<file path="src/rtl/local_memory_arbiter_if.sv">
// Requester and SRAM-side signal bundle for local_memory_arbiter.
// The slave modport is the arbiter's view; master is the clients plus the memory.
interface local_memory_arbiter_if #(
    parameter int unsigned W_WIDTH = 16,
    parameter int unsigned W_ADDR  = 10
);
    logic               a_req;
    logic               a_we;
    logic [W_ADDR-1:0]  a_addr;
    logic [W_WIDTH-1:0] a_wdata;
    logic               a_gnt;
    logic               a_rvalid;
    logic [W_WIDTH-1:0] a_rdata;

    logic               b_req;
    logic               b_we;
    logic [W_ADDR-1:0]  b_addr;
    logic [W_WIDTH-1:0] b_wdata;
    logic               b_gnt;
    logic               b_rvalid;
    logic [W_WIDTH-1:0] b_rdata;

    logic [W_WIDTH-1:0] mem_data;
    logic [W_ADDR-1:0]  mem_wraddress;
    logic               mem_wren;
    logic [W_ADDR-1:0]  mem_rdaddress;
    logic [W_WIDTH-1:0] mem_q;

    modport slave (
        input  a_req, a_we, a_addr, a_wdata,
        output a_gnt, a_rvalid, a_rdata,
        input  b_req, b_we, b_addr, b_wdata,
        output b_gnt, b_rvalid, b_rdata,
        output mem_data, mem_wraddress, mem_wren, mem_rdaddress,
        input  mem_q
    );

    modport master (
        output a_req, a_we, a_addr, a_wdata,
        input  a_gnt, a_rvalid, a_rdata,
        output b_req, b_we, b_addr, b_wdata,
        input  b_gnt, b_rvalid, b_rdata,
        input  mem_data, mem_wraddress, mem_wren, mem_rdaddress,
        output mem_q
    );
endinterface

</file>
<file path="src/rtl/local_memory_arbiter.sv">
// Two-requester round-robin arbiter and sequencer in front of a dual-port SRAM.
// One access per cycle is accepted; reads are tagged with their owner and the
// returning data is steered back to the requester that issued it.
module local_memory_arbiter #(
    parameter int unsigned W_WIDTH = 16,
    parameter int unsigned W_ADDR  = 10,
    parameter int unsigned RD_LAT  = 1
) (
    input  logic                   MCLK,
    input  logic                   RST,
    local_memory_arbiter_if.slave  bus
);

    typedef enum logic {OWN_A = 1'b0, OWN_B = 1'b1} owner_t;

    owner_t             last_grant;
    logic               wren_q;
    logic [W_ADDR-1:0]  wraddr_q;
    logic [W_WIDTH-1:0] wdata_q;
    logic [W_ADDR-1:0]  rdaddr_q;

    logic [RD_LAT:0]    tag_valid;
    logic [RD_LAT:0]    tag_own_b;

    logic               a_rvalid_q;
    logic               b_rvalid_q;
    logic [W_WIDTH-1:0] a_rdata_q;
    logic [W_WIDTH-1:0] b_rdata_q;

    logic               a_elig;
    logic               b_elig;
    logic               grant_a;
    logic               grant_b;
    logic               xfer;
    logic               sel_we;
    logic [W_ADDR-1:0]  sel_addr;
    logic [W_WIDTH-1:0] sel_wdata;

    // A read to the address being written this cycle is held off one cycle so it sees the new data.
    always_comb begin
        a_elig = bus.a_req &&
                 (bus.a_we || !(wren_q && (wraddr_q == bus.a_addr)));
        b_elig = bus.b_req &&
                 (bus.b_we || !(wren_q && (wraddr_q == bus.b_addr)));
    end

    // Round-robin grant: a tie goes to the requester that was not granted last.
    always_comb begin
        grant_a = 1'b0;
        grant_b = 1'b0;
        if (!RST) begin
            if (a_elig && b_elig) begin
                if (last_grant == OWN_B) begin
                    grant_a = 1'b1;
                end else begin
                    grant_b = 1'b1;
                end
            end else if (a_elig) begin
                grant_a = 1'b1;
            end else if (b_elig) begin
                grant_b = 1'b1;
            end
        end
    end

    // Select the winning requester's command.
    always_comb begin
        xfer      = grant_a || grant_b;
        sel_we    = grant_a ? bus.a_we    : bus.b_we;
        sel_addr  = grant_a ? bus.a_addr  : bus.b_addr;
        sel_wdata = grant_a ? bus.a_wdata : bus.b_wdata;
    end

    // Issue stage: register the accepted command onto the SRAM ports and track the last winner.
    always_ff @(posedge MCLK or posedge RST) begin
        if (RST) begin
            last_grant <= OWN_B;
            wren_q     <= 1'b0;
            wraddr_q   <= '0;
            wdata_q    <= '0;
            rdaddr_q   <= '0;
        end else begin
            wren_q <= xfer && sel_we;
            if (xfer) begin
                last_grant <= grant_a ? OWN_A : OWN_B;
                if (sel_we) begin
                    wraddr_q <= sel_addr;
                    wdata_q  <= sel_wdata;
                end else begin
                    rdaddr_q <= sel_addr;
                end
            end
        end
    end

    // Tag pipeline: stage k holds the read issued k+1 edges ago, so stage RD_LAT lines up with mem_q.
    always_ff @(posedge MCLK or posedge RST) begin
        if (RST) begin
            tag_valid <= '0;
            tag_own_b <= '0;
        end else begin
            tag_valid <= {tag_valid[RD_LAT-1:0], xfer && !sel_we};
            tag_own_b <= {tag_own_b[RD_LAT-1:0], grant_b};
        end
    end

    // Read return: capture mem_q for the owning requester and pulse its rvalid.
    always_ff @(posedge MCLK or posedge RST) begin
        if (RST) begin
            a_rvalid_q <= 1'b0;
            b_rvalid_q <= 1'b0;
            a_rdata_q  <= '0;
            b_rdata_q  <= '0;
        end else begin
            a_rvalid_q <= tag_valid[RD_LAT] && !tag_own_b[RD_LAT];
            b_rvalid_q <= tag_valid[RD_LAT] &&  tag_own_b[RD_LAT];
            if (tag_valid[RD_LAT] && !tag_own_b[RD_LAT]) begin
                a_rdata_q <= bus.mem_q;
            end
            if (tag_valid[RD_LAT] && tag_own_b[RD_LAT]) begin
                b_rdata_q <= bus.mem_q;
            end
        end
    end

    assign bus.a_gnt         = grant_a;
    assign bus.b_gnt         = grant_b;
    assign bus.a_rvalid      = a_rvalid_q;
    assign bus.b_rvalid      = b_rvalid_q;
    assign bus.a_rdata       = a_rdata_q;
    assign bus.b_rdata       = b_rdata_q;
    assign bus.mem_wren      = wren_q;
    assign bus.mem_wraddress = wraddr_q;
    assign bus.mem_data      = wdata_q;
    assign bus.mem_rdaddress = rdaddr_q;

endmodule

</file>
<file path="src/flat_wrapper.sv">
// flat-port wrapper written by rule: the top's interface ports become plain ports
module local_memory_arbiter_flat 
#(
    parameter int unsigned W_WIDTH = 16,
    parameter int unsigned W_ADDR  = 10,
    parameter int unsigned RD_LAT  = 1
)
  (MCLK, RST, bus_a_req, bus_a_we, bus_a_addr, bus_a_wdata, bus_a_gnt, bus_a_rvalid, bus_a_rdata, bus_b_req, bus_b_we, bus_b_addr, bus_b_wdata, bus_b_gnt, bus_b_rvalid, bus_b_rdata, bus_mem_data, bus_mem_wraddress, bus_mem_wren, bus_mem_rdaddress, bus_mem_q);
  local_memory_arbiter_if #(.W_WIDTH(W_WIDTH), .W_ADDR(W_ADDR)) bus_i ();
  input  logic MCLK;
  input  logic RST;
  input wire logic [$bits(bus_i.a_req)-1:0] bus_a_req;
  input wire logic [$bits(bus_i.a_we)-1:0] bus_a_we;
  input wire logic [$bits(bus_i.a_addr)-1:0] bus_a_addr;
  input wire logic [$bits(bus_i.a_wdata)-1:0] bus_a_wdata;
  output wire logic [$bits(bus_i.a_gnt)-1:0] bus_a_gnt;
  output wire logic [$bits(bus_i.a_rvalid)-1:0] bus_a_rvalid;
  output wire logic [$bits(bus_i.a_rdata)-1:0] bus_a_rdata;
  input wire logic [$bits(bus_i.b_req)-1:0] bus_b_req;
  input wire logic [$bits(bus_i.b_we)-1:0] bus_b_we;
  input wire logic [$bits(bus_i.b_addr)-1:0] bus_b_addr;
  input wire logic [$bits(bus_i.b_wdata)-1:0] bus_b_wdata;
  output wire logic [$bits(bus_i.b_gnt)-1:0] bus_b_gnt;
  output wire logic [$bits(bus_i.b_rvalid)-1:0] bus_b_rvalid;
  output wire logic [$bits(bus_i.b_rdata)-1:0] bus_b_rdata;
  output wire logic [$bits(bus_i.mem_data)-1:0] bus_mem_data;
  output wire logic [$bits(bus_i.mem_wraddress)-1:0] bus_mem_wraddress;
  output wire logic [$bits(bus_i.mem_wren)-1:0] bus_mem_wren;
  output wire logic [$bits(bus_i.mem_rdaddress)-1:0] bus_mem_rdaddress;
  input wire logic [$bits(bus_i.mem_q)-1:0] bus_mem_q;
  assign bus_i.a_req = bus_a_req;
  assign bus_i.a_we = bus_a_we;
  assign bus_i.a_addr = bus_a_addr;
  assign bus_i.a_wdata = bus_a_wdata;
  assign bus_a_gnt = bus_i.a_gnt;
  assign bus_a_rvalid = bus_i.a_rvalid;
  assign bus_a_rdata = bus_i.a_rdata;
  assign bus_i.b_req = bus_b_req;
  assign bus_i.b_we = bus_b_we;
  assign bus_i.b_addr = bus_b_addr;
  assign bus_i.b_wdata = bus_b_wdata;
  assign bus_b_gnt = bus_i.b_gnt;
  assign bus_b_rvalid = bus_i.b_rvalid;
  assign bus_b_rdata = bus_i.b_rdata;
  assign bus_mem_data = bus_i.mem_data;
  assign bus_mem_wraddress = bus_i.mem_wraddress;
  assign bus_mem_wren = bus_i.mem_wren;
  assign bus_mem_rdaddress = bus_i.mem_rdaddress;
  assign bus_i.mem_q = bus_mem_q;
  local_memory_arbiter #(.W_WIDTH(W_WIDTH), .W_ADDR(W_ADDR), .RD_LAT(RD_LAT)) u_core (.MCLK(MCLK), .RST(RST), .bus(bus_i));
endmodule
</file>
<file path="config.mk">
export PLATFORM = sky130hd
export DESIGN_NAME = local_memory_arbiter_flat
export DESIGN_NICKNAME = d
export VERILOG_FILES = /design/src/rtl/local_memory_arbiter_if.sv /design/src/rtl/local_memory_arbiter.sv /design/src/flat_wrapper.sv
export SDC_FILE = /design/constraint.sdc
export NUM_CORES = 1
export LEC_CHECK = 0
export ABC_AREA = 1
export BUFFER_PORTS_ARGS = -buffer_cell sky130_fd_sc_hd__buf_2
export CAP_MARGIN = 20
export CORE_ASPECT_RATIO = 1.2
export CORE_UTILIZATION = 44
export DETAILED_ROUTE_END_ITERATION = 7
export GPL_TIMING_DRIVEN = 1
export PLACE_DENSITY = 0.76
export SLEW_MARGIN = 20
export SYNTH_ARGS = -nofsm -noshare
export SYNTH_HDL_FRONTEND = slang
export SYNTH_SLANG_ARGS = --single-unit
</file>
<file path="constraint.sdc">
create_clock -name MCLK -period 2.3 [get_ports MCLK]
set_input_delay 0 -clock MCLK [delete_from_list [all_inputs] [get_ports MCLK]]
set_output_delay 0 -clock MCLK [all_outputs]
set_load 0.05 [all_outputs]
</file>
## Word-level counts from Yosys, hierarchy flattened

Cells that the tools add are included.

- Bits of input ports: 74
- Output and inout port bits: 73
- Register bits after elaboration: 76
- Logic and storage cells: 45

- Bitwise gates (word level): 1
- Muxes and demuxes: 13
- Equal/unequal tests: 2
- Reductions and logical operators: 18

Operator list:

| kind | number |
|---|---|
| $eq 10x10->1 | 2 |
| $mux 16 | 1 |
| $mux 1 | 11 |
| $mux 10 | 1 |
| $logic_and 1x1->1 | 9 |
| $logic_not 1->1 | 4 |
| $reduce_and 2->1 | 2 |
| $logic_or 1x1->1 | 3 |
| $not 1->1 | 1 |

## Logic depth before layout (Yosys ltp)

- Depth after elaboration: 11
- Depth in mapped cells: 16
- Gate-level depth less buffers: 14

## Worst setup path before layout

OpenSTA, ideal clock, no wires.

- Path type: input to register
- Start point: in RST
- End point: reg u_core.tag_own_b[0]
- Stages: 3
- Path slack: -805 ps
- Path buffers: 0
- Setup time: 224 ps
- Data required time: 2076 ps
- Data arrival time: 2881 ps
- Cell sequence: inv_1 -> nand3_1 -> a31oi_1

- Longest elaborated chain between the ends: 1

RTL lines:

| what | line | text |
|---|---|---|
| from (decl) | flat_wrapper.sv:11 | `input logic RST;` |
| $mux 1 | local_memory_arbiter.sv:51 | `if (!RST) begin` |
| net bus_b_gnt | flat_wrapper.sv:23 | `output wire logic [$bits(bus_i.b_gnt)-1:0] bus_b_gnt;` |
| to (signal assigned) | local_memory_arbiter.sv:103 | `tag_own_b <= {tag_own_b[RD_LAT-1:0], grant_b};` |
| to (decl) | local_memory_arbiter.sv:23 | `logic [RD_LAT:0] tag_own_b;` |

The timed path passes the listed nets, and every way through them passes these cells.
A chain may end at the register's enable or synchronous reset.

## Worst setup path after layout

- Start point: reg u_core.wraddr_q[9] (netlist: u_core.bus.mem_wraddress[9])
- End point: out bus_a_gnt

- Longest elaborated chain between the ends: 8
- Elaborated cells between the ends (all ways): 14
- Classes of those cells: eq/ne (2); mux (3); reduce/logical (9)

RTL lines:

| what | line | text |
|---|---|---|
| from (decl) | local_memory_arbiter.sv:18 | `logic [W_ADDR-1:0] wraddr_q;` |
| from (signal assigned) | local_memory_arbiter.sv:87 | `wraddr_q <= sel_addr;` |
| $eq 10x10->1 (on tied branches) | local_memory_arbiter.sv:42, local_memory_arbiter.sv:44 |  |
| $logic_and 1x1->1 (on tied branches) | local_memory_arbiter.sv:42, local_memory_arbiter.sv:44 |  |
| $logic_not 1->1 (on tied branches) | local_memory_arbiter.sv:42, local_memory_arbiter.sv:44 |  |
| $logic_or 1x1->1 (on tied branches) | local_memory_arbiter.sv:42, local_memory_arbiter.sv:44 |  |
| $logic_and 1x1->1 (on tied branches) | local_memory_arbiter.sv:41, local_memory_arbiter.sv:43 |  |
| $mux 1 / $logic_and 1x1->1 (equally long branches) | local_memory_arbiter.sv:58, local_memory_arbiter.sv:52 |  |
| $mux 1 * | local_memory_arbiter.sv:52 | `if (a_elig && b_elig) begin` |
| $mux 1 * | local_memory_arbiter.sv:51 |  |
| to (decl) | flat_wrapper.sv:16 | `output wire logic [$bits(bus_i.a_gnt)-1:0] bus_a_gnt;` |

Every way passes the cells marked *; elsewhere a longest branch is shown, timed or not.

==> impl_metrics.json <==
{
  "synth_cells": 482,
  "fraction_of_power_spent_switching_nets_pct": 46.3,
  "dieWidth_um": 86.4,
  "seq_power_share_pct": 36.9,
  "worstReg2RegEnd": "u_core.bus.mem_data[4]",
  "drt_pass1_iterations": 5,
  "synth.distinct_cells": 24,
  "worst_r2r_startpoint": "u_core.bus.mem_wraddress[9]",
  "syn_avg_cell_area_um2": 7.80,
  "drcViolationCount": 0,
  "timing.hold.worst_endpoint": "u_core.bus.mem_data[11]",
  "worst_hold_path.num_cells": 5,
  "detail_route.vias_per_cell": 4.85,
  "postRouteWirelength_mm": 10.1,
  "timing_worst_setup_path_type": "reg2out",
  "fp.coreArea_um2": 8200,
  "mappedNetlistArea_um2": 3760,
  "final-seq-area_um2": 1900,
  "report.final.setup_viol": 0,
  "setup_tns_ns": 0,
  "fp-row-count": 36,
  "global_route.usage.total_pct": 23.4,
  "worst_skew_pair.late_latency_ns": 0.35,
  "routedWlPerCell_um": 13.1,
  "fin_skew_ns": 0.0108,
  "drt_iter0_drc": 125,
  "multi_input_comb_area_um2": 1480,
  "power.clock.fraction_pct": 21.5,
  "stage_delay_of_the_slowest_cell_on_the_critical_path_ns": 0.46,
  "route.vias.total": 3764,
  "worst_path_dominant_cell_family": "simple AND/OR/NAND/NOR gates",
  "crit_chain": "inv_2 > nand2_1 > nand2_1 > clkinv_1 > nand2_1 > nor2_1 > nand3_2 > nand2_2 > nor2_4 > nand2_2 > buf_4 > inv_1 > buf_4",
  "max_cap_viol_count": 0,
  "routed_antenna_nets": 0,
  "timing.critical_path.fanout_max": 16,
  "timing.critical_path.required_ns": 2.30,
  "regToRegSetupSlack_ns": 0.23,
  "area.growth.synth_to_final_pct": 35.1,
  "power.ir.vdd_worst_uv": 468,
  "synth_nets": 556,
  "crit_path_frequent_cell": "nand2_1",
  "floorplan.die_area_um2": 8910,
  "global_route_wire_length_before_repair_mm": 16.1,
  "grt.overflow.total": 0,
  "timing.final.hold_violations": 0,
  "number_of_antenna_violations_at_the_first_check_in_global_routing": 0,
  "status": "complete, no violations",
  "hold_path_startpoint": "bus_a_wdata[11]",
  "final_net_count": 731,
  "clk_pin_slew_ns": 0.09,
  "ys_warn_count": 0,
  "master_cell_of_the_clock_root_buffer": "clkbuf_8",
  "p_comb_share_pct": 41.6,
  "grt_pass1_vias": 3504,
  "cp-start-kind": "register",
  "worst-path-buf-inv": 5,
  "i_o_buffers": 146,
  "leakagePower_uw": 0.00296,
  "design.portCount": 147,
  "switching_power_uw": 2270,
  "antennaDiodeCount": 0,
  "critical-path-slowest-cell": "dfrtp_2",
  "grt_start_max_net_pins": 77,
  "worst_pin_slew_ns": 0.924,
  "slew-limit-headroom_pct": 38.4,
  "cts-buffers-inserted": 9,
  "hpwlAfterDp_mm": 7.00,
  "cts_tree": "done",
  "numClockSinks": 76,
  "max_fclk_mhz": 468,
  "synth.yosys.seq_area_share_pct": 50.6,
  "clk_path_buf_depth": 2,
  "die_height_um": 103,
  "finalWorstPathRequiredPeriod_ns": 2.14,
  "layout-drive-gt1-share_pct": 28.9,
  "worst-r2r-cell-count": 14,
  "place.gp.congestion": 0.864,
  "timing_max_transition_violations_final": 0,
  "timing.critical_path.arrival_ns": 2.14,
  "cts_max_level": 3,
  "worstSetupEndpointType": "output port",
  "internal_power_uw": 2630,
  "min_period_over_period_pct": 92.8,
  "worstHoldPathType": "in2reg",
  "flops_latches_synth": 76,
  "fill_cells": 719,
  "rsz_0062_raised_after_global_routing": "no",
  "power.total_uw": 4890,
  "start_util_pct": 45.8,
  "power.density_cell_area_nw_per_um2": 964,
  "post-route-util_pct": 61.9
}
-- registers in the layout (all words and copies together), names as in the netlist --
signal,count
u_core.bus.mem_wraddress,10
u_core.bus.a_rvalid,1
u_core.last_grant,1
u_core.bus.a_rdata,16
u_core.bus.b_rdata,16
u_core.tag_own_b,2
u_core.bus.mem_rdaddress,10
u_core.bus.b_rvalid,1
u_core.tag_valid,2
u_core.bus.mem_wren,1
u_core.bus.mem_data,16
-- final cells by class --
cell class	instances	area share, %
clock inverter	7	1.63
tap	114	2.81
sequential	76	37.5
clock buffer	9	2.44
inverter	55	4.14
multi-input combinational	327	29.2
timing repair buffer	188	22.2
-- logic make-up after synthesis --
kind of cell	synth area share, %
AND/OR/NAND/NOR	33.1
buffers and inverters	10.0
XOR/XNOR	1.40
flip-flops	50.6
AO/OA/AOI/OAI	4.83
-- cell usage after synthesis (all sizes together) --
cell type / n / share of area (%)
dfstp: 1 / 0.70
xor2: 1 / 0.23
nand3: 73 / 11
nor2: 9 / 1.1
nand2: 201 / 21
nand4: 2 / 0.33
xnor2: 5 / 1.2
o21ai: 34 / 4.5
clkbuf: 6 / 0.60
dfrtp: 75 / 50
clkinv: 1 / 0.10
a21oi: 1 / 0.13
buf: 18 / 3.9
a31oi: 1 / 0.17
inv: 54 / 5.4
-- placed cells by master, fill, tap and decap left out, types with 5 or more instances in the layout --
cell type,instances
buf_2,145
clkbuf_8,9
o21ai_0,33
nor2_1,8
dlygate4sd3_1,32
buf_4,11
nand3_1,67
nand2_1,195
xnor2_1,5
inv_1,51
dfrtp_1,74
-- through the flow --
step                std cells  hold slack (ns)  worst slack, ns  instance area [um2]
finish                    776           0.0132            0.165                 5080
CTS                       774         0.000875           0.0919                 5060
global placement          726            0.262            0.310                 4530
floorplan                 482            0.161            0.114                 3770
detailed placement        726            0.254            0.231                 4530
global route              776           0.0324           0.0230                 5080
-- worst max path at each step --
| stage | startpoint | end | depth (start not counted) |
|---|---|---|---|
| CTS | u_core.bus.mem_wraddress[9] | bus_a_gnt | 13 |
| finish | u_core.bus.mem_wraddress[9] | bus_a_gnt | 13 |
| floorplan | RST | u_core.bus.mem_wraddress[6] | 7 |
| global route | u_core.bus.mem_wraddress[9] | bus_a_gnt | 13 |
| global placement | u_core.bus.mem_wraddress[9] | u_core.bus.mem_data[9] | 14 |
| detailed placement | u_core.bus.mem_wraddress[9] | u_core.bus.mem_data[12] | 14 |
-- power groups by stage --
stage | clock network [uW] | registers [uW] | logic [uW]
global route | 1150 | 1840 | 2180
global placement | 0 | 1810 | 1970
CTS | 1090 | 1800 | 2040
floorplan | 0 | 2800 | 510
finish | 1050 | 1800 | 2040
detailed placement | 0 | 1820 | 2000
-- tightest hold or removal path: stages --
cell and delay [ns]:
buf_2 0.08, nand3_1 0.06, nand2_1 0.06, nand3_1 0.06
nand2_1 0.05
-- what timing repair did --
item                       in CTS  in global routing
gates resized for setup         0                  3
buffers inserted                0                  2
hold endpoints to repair       48                  0
setup endpoints to repair       0                  1
hold buffers                   32                  0
-- per-layer routing --
layer / up-vias / global-route usage (%) / routed length [um]
li1: 1847 / - / -
met1: 1752 / 27.4 / 4080
met2: 155 / 41.0 / 5140
met3: 10 / 6.51 / 816
met4: 0 / 8.85 / 105
met5: - / 0 / 0
No activity file was read; power rests on OpenSTA's default activity.
